## src/rtl/robo_pkg.sv

```systemverilog
// Shared definitions for the wall-following robot controller.
//   - orientation codes (N/S/L/O)
//   - FSM state enum
//   - gira_esq(): heading after one 90-degree left turn (N->O->S->L->N)
package robo_pkg;

  localparam logic [1:0] ORI_N = 2'b00;
  localparam logic [1:0] ORI_S = 2'b01;
  localparam logic [1:0] ORI_L = 2'b10;
  localparam logic [1:0] ORI_O = 2'b11;

  typedef enum logic [2:0] {
    BUSCA,    // searching for a wall
    SEGUE,    // following the left wall
    VAO,      // forced advance after turning into a left gap
    REMOVE,   // removing debris ahead
    FIM,      // goal reached (left only by reset)
    TRAVADO   // turn limit hit (left only by reset)
  } robo_state_t;

  function automatic logic [1:0] gira_esq(input logic [1:0] orient);
    case (orient)
      ORI_N:   return ORI_O;
      ORI_O:   return ORI_S;
      ORI_S:   return ORI_L;
      default: return ORI_N;
    endcase
  endfunction

endpackage

```

## src/rtl/robo_odometria.sv

```systemverilog
// Odometry for the robot controller.
// Inputs are the registered action outputs of the FSM; every register here
// therefore updates one cycle after the action it reflects.
//   clock, reset   : clock and synchronous active-high reset
//   avancar/girar/remover : actions issued during the current cycle
//   orientacao     : current heading, rotated left after each girar cycle
//   mov_count      : number of avancar cycles, saturating at all-ones
//   giros          : consecutive girar count, cleared by avancar/remover
module robo_odometria
  import robo_pkg::*;
#(
  parameter int         CNT_W       = 8,
  parameter int         GW          = 3,
  parameter logic [1:0] ORIENT_INIT = 2'b00
) (
  input  logic             clock,
  input  logic             reset,
  input  logic             avancar,
  input  logic             girar,
  input  logic             remover,
  output logic [1:0]       orientacao,
  output logic [CNT_W-1:0] mov_count,
  output logic [GW-1:0]    giros
);

  logic [1:0]       orient_reg;
  logic [CNT_W-1:0] cnt_reg;
  logic [GW-1:0]    giros_reg;

  always_ff @(posedge clock) begin
    if (reset) begin
      orient_reg <= ORIENT_INIT;
      cnt_reg    <= '0;
      giros_reg  <= '0;
    end else begin
      if (girar)
        orient_reg <= gira_esq(orient_reg);
      // Saturate: at the maximum the move is still made but not counted.
      if (avancar && (cnt_reg != {CNT_W{1'b1}}))
        cnt_reg <= cnt_reg + CNT_W'(1);
      if (avancar || remover)
        giros_reg <= '0;
      else if (girar)
        giros_reg <= giros_reg + GW'(1);
    end
  end

  assign orientacao = orient_reg;
  assign mov_count  = cnt_reg;
  assign giros      = giros_reg;

endmodule

```

## src/rtl/robo_seguidor_param.sv

```systemverilog
// Parametrised left-wall-following robot controller (Moore FSM).
//   clock, reset : clock and synchronous active-high reset
//   enable       : 0 holds all state, action outputs forced to 0
//   head, left, under, barrier : sensors (barrier only meaningful with head)
//   avancar, girar, remover    : registered actions, at most one high
//   orientacao, mov_count      : odometry (see robo_odometria)
//   done, stuck  : sticky goal / stuck flags
module robo_seguidor_param
  import robo_pkg::*;
#(
  parameter int         REMOVE_CYCLES = 2,
  parameter int         MAX_GIROS     = 4,
  parameter int         CNT_W         = 8,
  parameter logic [1:0] ORIENT_INIT   = 2'b00
) (
  input  logic             clock,
  input  logic             reset,
  input  logic             enable,
  input  logic             head,
  input  logic             left,
  input  logic             under,
  input  logic             barrier,
  output logic             avancar,
  output logic             girar,
  output logic             remover,
  output logic [1:0]       orientacao,
  output logic [CNT_W-1:0] mov_count,
  output logic             done,
  output logic             stuck
);

  localparam int GW = $clog2(MAX_GIROS + 1);
  localparam int RW = $clog2(REMOVE_CYCLES + 1);
  // A girar issued with this many turns already behind it hits the limit.
  localparam logic [GW-1:0] GIROS_LIM = GW'(MAX_GIROS - 1);
  // Removal cycles still owed after the entry cycle.
  localparam logic [RW-1:0] REM_LOAD  = RW'(REMOVE_CYCLES - 1);

  robo_state_t   state_reg, state_next;
  robo_state_t   mode_reg, mode_next;     // mode to resume after REMOVE
  logic [RW-1:0] rem_cnt_reg, rem_cnt_next;
  logic          avancar_reg, avancar_next;
  logic          girar_reg, girar_next;
  logic          remover_reg, remover_next;
  logic          done_reg, done_next;
  logic          stuck_reg, stuck_next;

  logic [GW-1:0] giros;
  logic [GW-1:0] giros_eff;
  robo_state_t   eval_mode, rule_mode, after_mode;
  logic          decide, want_girar;

  robo_odometria #(
    .CNT_W       (CNT_W),
    .GW          (GW),
    .ORIENT_INIT (ORIENT_INIT)
  ) u_odometria (
    .clock      (clock),
    .reset      (reset),
    .avancar    (avancar_reg),
    .girar      (girar_reg),
    .remover    (remover_reg),
    .orientacao (orientacao),
    .mov_count  (mov_count),
    .giros      (giros)
  );

  // The odometry turn count lags the action register by one cycle; fold the
  // action currently on the outputs in to get the count as of this edge.
  assign giros_eff = (avancar_reg || remover_reg) ? '0
                   : giros + {{(GW-1){1'b0}}, girar_reg};

  always_comb begin
    state_next   = state_reg;
    mode_next    = mode_reg;
    rem_cnt_next = rem_cnt_reg;
    avancar_next = 1'b0;
    girar_next   = 1'b0;
    remover_next = 1'b0;
    done_next    = done_reg;
    stuck_next   = stuck_reg;
    eval_mode    = state_reg;
    rule_mode    = state_reg;
    after_mode   = state_reg;
    decide       = 1'b0;
    want_girar   = 1'b0;

    if (enable) begin
      case (state_reg)
        BUSCA, SEGUE, VAO: decide = 1'b1;
        REMOVE: begin
          if (rem_cnt_reg != '0) begin
            remover_next = 1'b1;
            rem_cnt_next = rem_cnt_reg - RW'(1);
          end else begin
            // Last removal cycle ends here: act as the saved mode.
            decide    = 1'b1;
            eval_mode = mode_reg;
          end
        end
        default: ;  // FIM / TRAVADO: hold
      endcase

      if (decide) begin
        if (under) begin
          state_next = FIM;
          done_next  = 1'b1;
        end else if (head && barrier) begin
          state_next   = REMOVE;
          mode_next    = eval_mode;
          remover_next = 1'b1;
          rem_cnt_next = REM_LOAD;
        end else begin
          // Finding a wall in BUSCA switches to SEGUE on the same edge.
          rule_mode = (eval_mode == BUSCA && left) ? SEGUE : eval_mode;
          case (rule_mode)
            SEGUE: begin
              if (!left) begin
                want_girar = 1'b1;
                after_mode = VAO;
              end else begin
                want_girar = head;
                after_mode = SEGUE;
              end
            end
            VAO: begin
              want_girar = head;
              after_mode = head ? VAO : SEGUE;
            end
            default: begin
              want_girar = head;
              after_mode = BUSCA;
            end
          endcase

          if (want_girar) begin
            if (giros_eff == GIROS_LIM) begin
              state_next = TRAVADO;
              stuck_next = 1'b1;
            end else begin
              girar_next = 1'b1;
              state_next = after_mode;
            end
          end else begin
            avancar_next = 1'b1;
            state_next   = after_mode;
          end
        end
      end
    end
  end

  always_ff @(posedge clock) begin
    if (reset) begin
      state_reg   <= BUSCA;
      mode_reg    <= BUSCA;
      rem_cnt_reg <= '0;
      avancar_reg <= 1'b0;
      girar_reg   <= 1'b0;
      remover_reg <= 1'b0;
      done_reg    <= 1'b0;
      stuck_reg   <= 1'b0;
    end else begin
      state_reg   <= state_next;
      mode_reg    <= mode_next;
      rem_cnt_reg <= rem_cnt_next;
      avancar_reg <= avancar_next;
      girar_reg   <= girar_next;
      remover_reg <= remover_next;
      done_reg    <= done_next;
      stuck_reg   <= stuck_next;
    end
  end

  assign avancar = avancar_reg;
  assign girar   = girar_reg;
  assign remover = remover_reg;
  assign done    = done_reg;
  assign stuck   = stuck_reg;

endmodule
```

## config.mk

```make
export PLATFORM = sky130hd
export DESIGN_NAME = robo_seguidor_param
export DESIGN_NICKNAME = d
export VERILOG_FILES = /design/src/rtl/robo_pkg.sv /design/src/rtl/robo_odometria.sv /design/src/rtl/robo_seguidor_param.sv
export SDC_FILE = /design/constraint.sdc
export NUM_CORES = 1
export LEC_CHECK = 0
export ABC_AREA = 1
export BUFFER_PORTS_ARGS = -buffer_cell sky130_fd_sc_hd__buf_2
export CELL_PAD_IN_SITES_DETAIL_PLACEMENT = 1
export CELL_PAD_IN_SITES_GLOBAL_PLACEMENT = 1
export CORE_MARGIN = 5
export CORE_UTILIZATION = 35
export CTS_CLUSTER_DIAMETER = 40
export DETAILED_ROUTE_END_ITERATION = 16
export PLACE_DENSITY = 0.71
export SYNTH_ARGS = -nofsm -noshare
export SYNTH_HDL_FRONTEND = slang
export SYNTH_SLANG_ARGS = --single-unit
```

## constraint.sdc

```tcl
create_clock -name clock -period 1.4 [get_ports clock]
set_input_delay 0 -clock clock [delete_from_list [all_inputs] [get_ports clock]]
set_output_delay 0 -clock clock [all_outputs]
set_load 0.1 [all_outputs]
```

==> results_dict.tcl, run 1 <==
set metrics [dict create \
    status "finished with violations" \
    violations "negative hold slack, negative setup slack" \
    ys_seq_elements 26 \
    wl_per_cell_um 14.7 \
    final_cell_mix "buf_4, inv_1, nand2_1" \
    crit_path_end_kind "flop" \
    fin_cells 280 \
    fin_crit_ns 1.48 \
    cts_tree "done" \
    worstMarginPinSlew_ns 0.583 \
    cts_root_buf "clkbuf_8" \
    powerDensity_nw_per_um2 783 \
    synth_edf_count 0 \
    synth_cell_types 28 \
    final_common_cell "buf_4" \
    wirelength_mm 4.11 \
    clkTransAtPathRegs_ns 0.10 \
    peakVddDrop_uv 319 \
    synth-main-ff-cell "dfxtp_1" \
    async_flop_share_pct 0 \
    yosys.area.top_type "dfxtp_1" \
    synth.area.top_cells "dfxtp_1, nand2_1, inv_1" \
    first_global_vias 1509 \
    antenna_cells 0 \
    dpl-instance-area_um2 1740 \
    htree_levels 1 \
    synth.avg_cell_area_um2 7.40 \
    grt_setup_unrepaired "yes" \
    hold_class "input port to flop" \
    final.setup.worst_slack_ns -0.0844 \
    clock_skew_ns 0.00492 \
    final_core_utilization_pct 54.8 \
    ios 22 \
    gr-total-overflow 0 \
    hold_slack_ns -0.00103 \
    synthCells 178 \
    met1_usage_pct 15.2 \
    seq_area_frac_synth_pct 39.5 \
    crit_required_ns 1.62 \
    use_met3_pct 2.38 \
    hpwlAfterDp_mm 2.95 \
    n_fill_cell 466 \
    hold_viol 1 \
    die_area_um2 5090 \
    cp_data_arrival_time_ns 1.70 \
    start_util_pct 36.0 \
    dr.pass1.iters 3 \
    synth_top_area_share_pct 39.5 \
    insertion_delay_ns 0.28 \
    largest_register_ffs 8 \
    grt_max_degree 16 \
    die_w_um 71.4 \
    dr_total_vias 1384 \
    max-slew-margin-rel_pct 61.1 \
    max_freq_mhz 674 \
    critPathMaxFanout 8 \
    syn_to_final_growth_pct 52.3 \
    finalPower_mw 1.57 \
    fin_area_um2 2010 \
    avgViaCountPerCell 4.94 \
    max_cap_viol_count 0 \
    netlist_area_um2 1320 \
    cts_num_sinks 26 \
    cts_buffer_depth 2 \
    grt_use_met2_pct 32.4 \
    synth_nets 191 \
    cellLeakagePower_nw 0.936 \
    grt_pass1_wl_mm 6.35 \
    finalSetupViolCount 10 \
    die_height_um 71.4 \
    grtUsageTotal_pct 15.6 \
    gp_congestion 0.805 \
    numCtsBuffers 3 \
    ant_nets 0 \
    post-place-cells 265 \
    drive_gt1_share_pct 52.2 \
    rows 22 \
    crit_type "flop to flop" \
    busiest_layer "met2" \
    io_buffers 21 \
    antenna_found_initial 0 \
    ys_warn_count 0 \
    nNetsFinal 246 \
    fin_crit_sh_pct 106 \
    final-max-slew-violation-count 0 \
    core_area_um2 3660 \
    critical_path.startpoint_type "flop" \
    drt-initial-drc-count 28 \
    drc 0 \
]
area by class of cell:
type	count	area, um^2	share of cell area [%]
tap	48	60.1	2.99
multi-input combinational	120	845	42.1
sequential	26	561	27.9
inverter	30	123	6.11
clock buffer	4	66.3	3.30
timing repair buffer	52	353	17.6
final timing paths:
kind | slack [ns] | from | to | cells past startpoint
min reg2reg | 0.46 | stuck$_SDFFE_PP0P_ | stuck$_SDFFE_PP0P_ | 2
max | -0.08 | u_odometria.mov_count[0]$_SDFFE_PP0P_ | u_odometria.mov_count[6]$_SDFFE_PP0P_ | 9
min | -0.001 | under | done$_SDFFE_PP0P_ | 3
max reg2reg | -0.08 | u_odometria.mov_count[0]$_SDFFE_PP0P_ | u_odometria.mov_count[6]$_SDFFE_PP0P_ | 9
critical path, cell delays in order (launching register included):
cell and delay (ns):
dfxtp_4 0.37, ha_4 0.15, inv_4 0.03, nor4_4 0.24, nand2_1 0.14, nand2_4 0.16
inv_8 0.08, nand2_4 0.09, o21ai_2 0.06, a21oi_2 0.12
stage by stage:
stage                     hold WS, ns  setup slack [ns]  TNS [ns]
after CTS                     0.00375           -0.0828    -0.159
after floorplan                 0.143            -0.178     -1.55
after global placement          0.292           -0.0177   -0.0177
final                        -0.00103           -0.0844    -0.553
after global routing           0.0110            -0.180     -1.83
after detailed placement        0.306           -0.0615    -0.185
per-layer routing:
layer | wire length, um | vias up
li1 | - | 678
met1 | 1540 | 680
met2 | 2380 | 17
met3 | 104 | 9
met4 | 85 | 0
met5 | 0 | -
power breakdown:
group	total (mW)	switching (mW)	internal (mW)
logic	0.244	0.158	0.0853
clock network	0.567	0.255	0.312
registers	0.760	0.0154	0.745
total	1.57	0.429	1.14
cell usage after synthesis (all sizes together), types with 3 or more instances:
master / n
a21oi: 19
o21ai: 11
inv: 30
nand2: 36
nor2: 20
nand3: 11
dfxtp: 26
ha: 6
nand4: 3
nor3: 5
what timing repair did:
item,in CTS,in global routing
resized for setup,8,25
hold buffers,0,0
pin swaps,9,15
setup endpoints to repair,9,20
setup buffers,4,7
cells by family after synthesis:
group                    Yosys count  share of synthesized area [%]
AND/OR/NAND/NOR                   80                           30.9
XOR/XNOR                           3                           1.99
flip-flops                        26                           39.5
AO/OA/AOI/OAI                     31                           12.8
adder cells (fa/ha/maj)            6                           5.70
buffers and inverters             32                           9.12
(Power assumes the default switching activity.)
==> run 2: changes to the inputs <==
--- a/config.mk
+++ b/config.mk
@@ -7,13 +7,15 @@
 export LEC_CHECK = 0
 export ABC_AREA = 1
 export BUFFER_PORTS_ARGS = -buffer_cell sky130_fd_sc_hd__buf_2
+export CAP_MARGIN = 20
 export CELL_PAD_IN_SITES_DETAIL_PLACEMENT = 1
 export CELL_PAD_IN_SITES_GLOBAL_PLACEMENT = 1
 export CORE_MARGIN = 5
-export CORE_UTILIZATION = 35
+export CORE_UTILIZATION = 37
+export CTS_BUF_LIST = sky130_fd_sc_hd__clkbuf_2
 export CTS_CLUSTER_DIAMETER = 40
 export DETAILED_ROUTE_END_ITERATION = 16
-export PLACE_DENSITY = 0.71
+export PLACE_DENSITY = 0.74
 export SYNTH_ARGS = -nofsm -noshare
 export SYNTH_HDL_FRONTEND = slang
 export SYNTH_SLANG_ARGS = --single-unit
==> results_dict.tcl, run 2 (synthesis results as in run 1) <==
set metrics [dict create \
    clkTransAtPathRegs_ns 0.25 \
    cellLeakagePower_nw 0.946 \
    dr.pass1.iters 4 \
    ant_nets 0 \
    grtUsageTotal_pct 15.6 \
    drc 0 \
    sw_frac_of_total_pct 31.3 \
    crit_type "flop to flop" \
    worst_r2r_endpoint "state_reg[1]$_SDFFE_PP0P_" \
    clkPwrFrac_pct 23.7 \
    violations "negative setup slack" \
    max-slew-margin-rel_pct 63.4 \
    antenna_cells 0 \
    avgViaCountPerCell 4.86 \
    wl_per_cell_um 14.5 \
    grt_pass1_wl_mm 6.19 \
    nNetsFinal 253 \
    r2r_slack_ns -0.14 \
    reg2regPathDepth 8 \
    max_freq_mhz 651 \
    final-max-slew-violation-count 0 \
    ios 22 \
    cts_buffer_depth 2 \
    die_area_um2 4850 \
    syn_to_final_growth_pct 55.5 \
    core_area_um2 3390 \
    finalSetupViolCount 17 \
    start_util_pct 38.9 \
    final_cell_mix "buf_4, inv_1, nand2_1" \
    cts_tree "done" \
    drt-initial-drc-count 52 \
    numCtsBuffers 3 \
    die_w_um 69.7 \
    powerDensity_nw_per_um2 652 \
    final.setup.worst_slack_ns -0.137 \
    gr-total-overflow 0 \
    r2r_start "girar$_SDFF_PP0_" \
    die_height_um 69.7 \
    drive_gt1_share_pct 50.6 \
    largest_register_ffs 8 \
    cts_root_buf "clkbuf_2" \
    cp_data_arrival_time_ns 1.84 \
    comb_power_share_pct 19.4 \
    peakVddDrop_uv 428 \
    power_frac_seq_pct 56.9 \
    gp_congestion 0.808 \
    fin_crit_sh_pct 110 \
    critical_path.startpoint_type "flop" \
    max_cap_viol_count 0 \
    crit_end "state_reg[1]$_SDFFE_PP0P_" \
    crit_path_end_kind "flop" \
    crit_required_ns 1.70 \
    antenna_found_initial 0 \
    grt_max_degree 15 \
    htree_levels 1 \
    pre_cts_ws_ns -0.0693 \
    worstMarginPinSlew_ns 0.549 \
    clock_skew_ns 0.00582 \
    dr_total_vias 1386 \
    startpoint "girar$_SDFF_PP0_" \
    critPathMaxFanout 3 \
    status "finished with violations" \
    setup_tns_ns -1.01 \
    hold_class "input port to flop" \
    io_buffers 21 \
    intPower_mw 0.917 \
    hpwlAfterDp_mm 2.84 \
    first_global_vias 1398 \
    p_sw_mw 0.419 \
    grt_setup_unrepaired "yes" \
    insertion_delay_ns 0.37 \
    hold_viol 0 \
    final_common_cell "buf_4" \
    wirelength_mm 4.14 \
    rows 21 \
    fin_crit_ns 1.54 \
    cts_num_sinks 26 \
]
-- run 2: changes by cell type in the layout (fill, tap and decap cells not counted), moves of 3 or more --
| cell | previous run | this run |
|---|---|---|
| clkbuf_8 | 3 | 0 |
| clkbuf_2 | 0 | 4 |
| dlygate4sd3_1 | 0 | 7 |
| dfxtp_2 | 11 | 8 |
-- run 2: repair_timing --
action	CTS	global route
gates resized for setup	6	28
buffers inserted	3	7
hold buffers	3	4
setup endpoints to repair	16	20
hold endpoints to repair	11	7
pin swaps	4	15
-- run 2: final cells by class --
class                   count  area, um^2
clock buffers               4        20.0
fillers                   424        1340
inverters                  30         120
multi-input cells         120         857
flip-flops and latches     26         561
well taps                  46        57.6
repair buffers             59         433
-- run 2: worst min-delay path by stage --
stage	from	endpoint	slack [ns]	depth (start not counted)
after floorplan	under	done$_SDFFE_PP0P_	0.14	2
after global placement	under	done$_SDFFE_PP0P_	0.29	3
after detailed placement	under	done$_SDFFE_PP0P_	0.30	3
after CTS	under	done$_SDFFE_PP0P_	-0.13	3
after global routing	head	avancar$_SDFF_PP0_	0.02	5
final	head	avancar$_SDFF_PP0_	0.03	5
-- run 2: layer usage --
layer | track usage (%) | vias to the layer above | part of all wire (%)
li1 | - | 693 | -
met1 | 16.8 | 668 | 39
met3 | 2.75 | 6 | 2.9
met4 | 6.81 | 0 | 1.8
met5 | 0 | - | 0
met2 | 29.4 | 19 | 56
-- run 2: critical path: stages, from the launching register on --
cell and delay (ns):
dfxtp_4 0.41, ha_4 0.16, ha_4 0.26, nand2_4 0.04, nor3_4 0.24, buf_4 0.16, a21oi_2 0.03, nand3_1 0.11
a21oi_2 0.06
-- run 2: power by group through the flow --
stage	Combinational, mW	Clock (mW)	Sequential [mW]
final	0.259	0.316	0.761
after global routing	0.279	0.369	0.764
after CTS	0.227	0.321	0.762
after detailed placement	0.218	0	0.775
after global placement	0.211	0	0.773
after floorplan	0.0936	0	0.828
-- run 2: through the flow --
stage / power, mW / area (um^2) / util (%) / std cells / hold slack, ns
floorplan: 0.921 / 1430 / - / 178 / 0.143
global placement: 0.985 / 1750 / 51.5 / 264 / 0.292
detailed placement: 0.992 / 1750 / 51.5 / 264 / 0.298
CTS: 1.31 / 1840 / 54.3 / 274 / -0.130
global route: 1.41 / 2050 / 60.4 / 285 / 0.0187
finish: 1.34 / 2050 / 60.4 / 285 / 0.0261
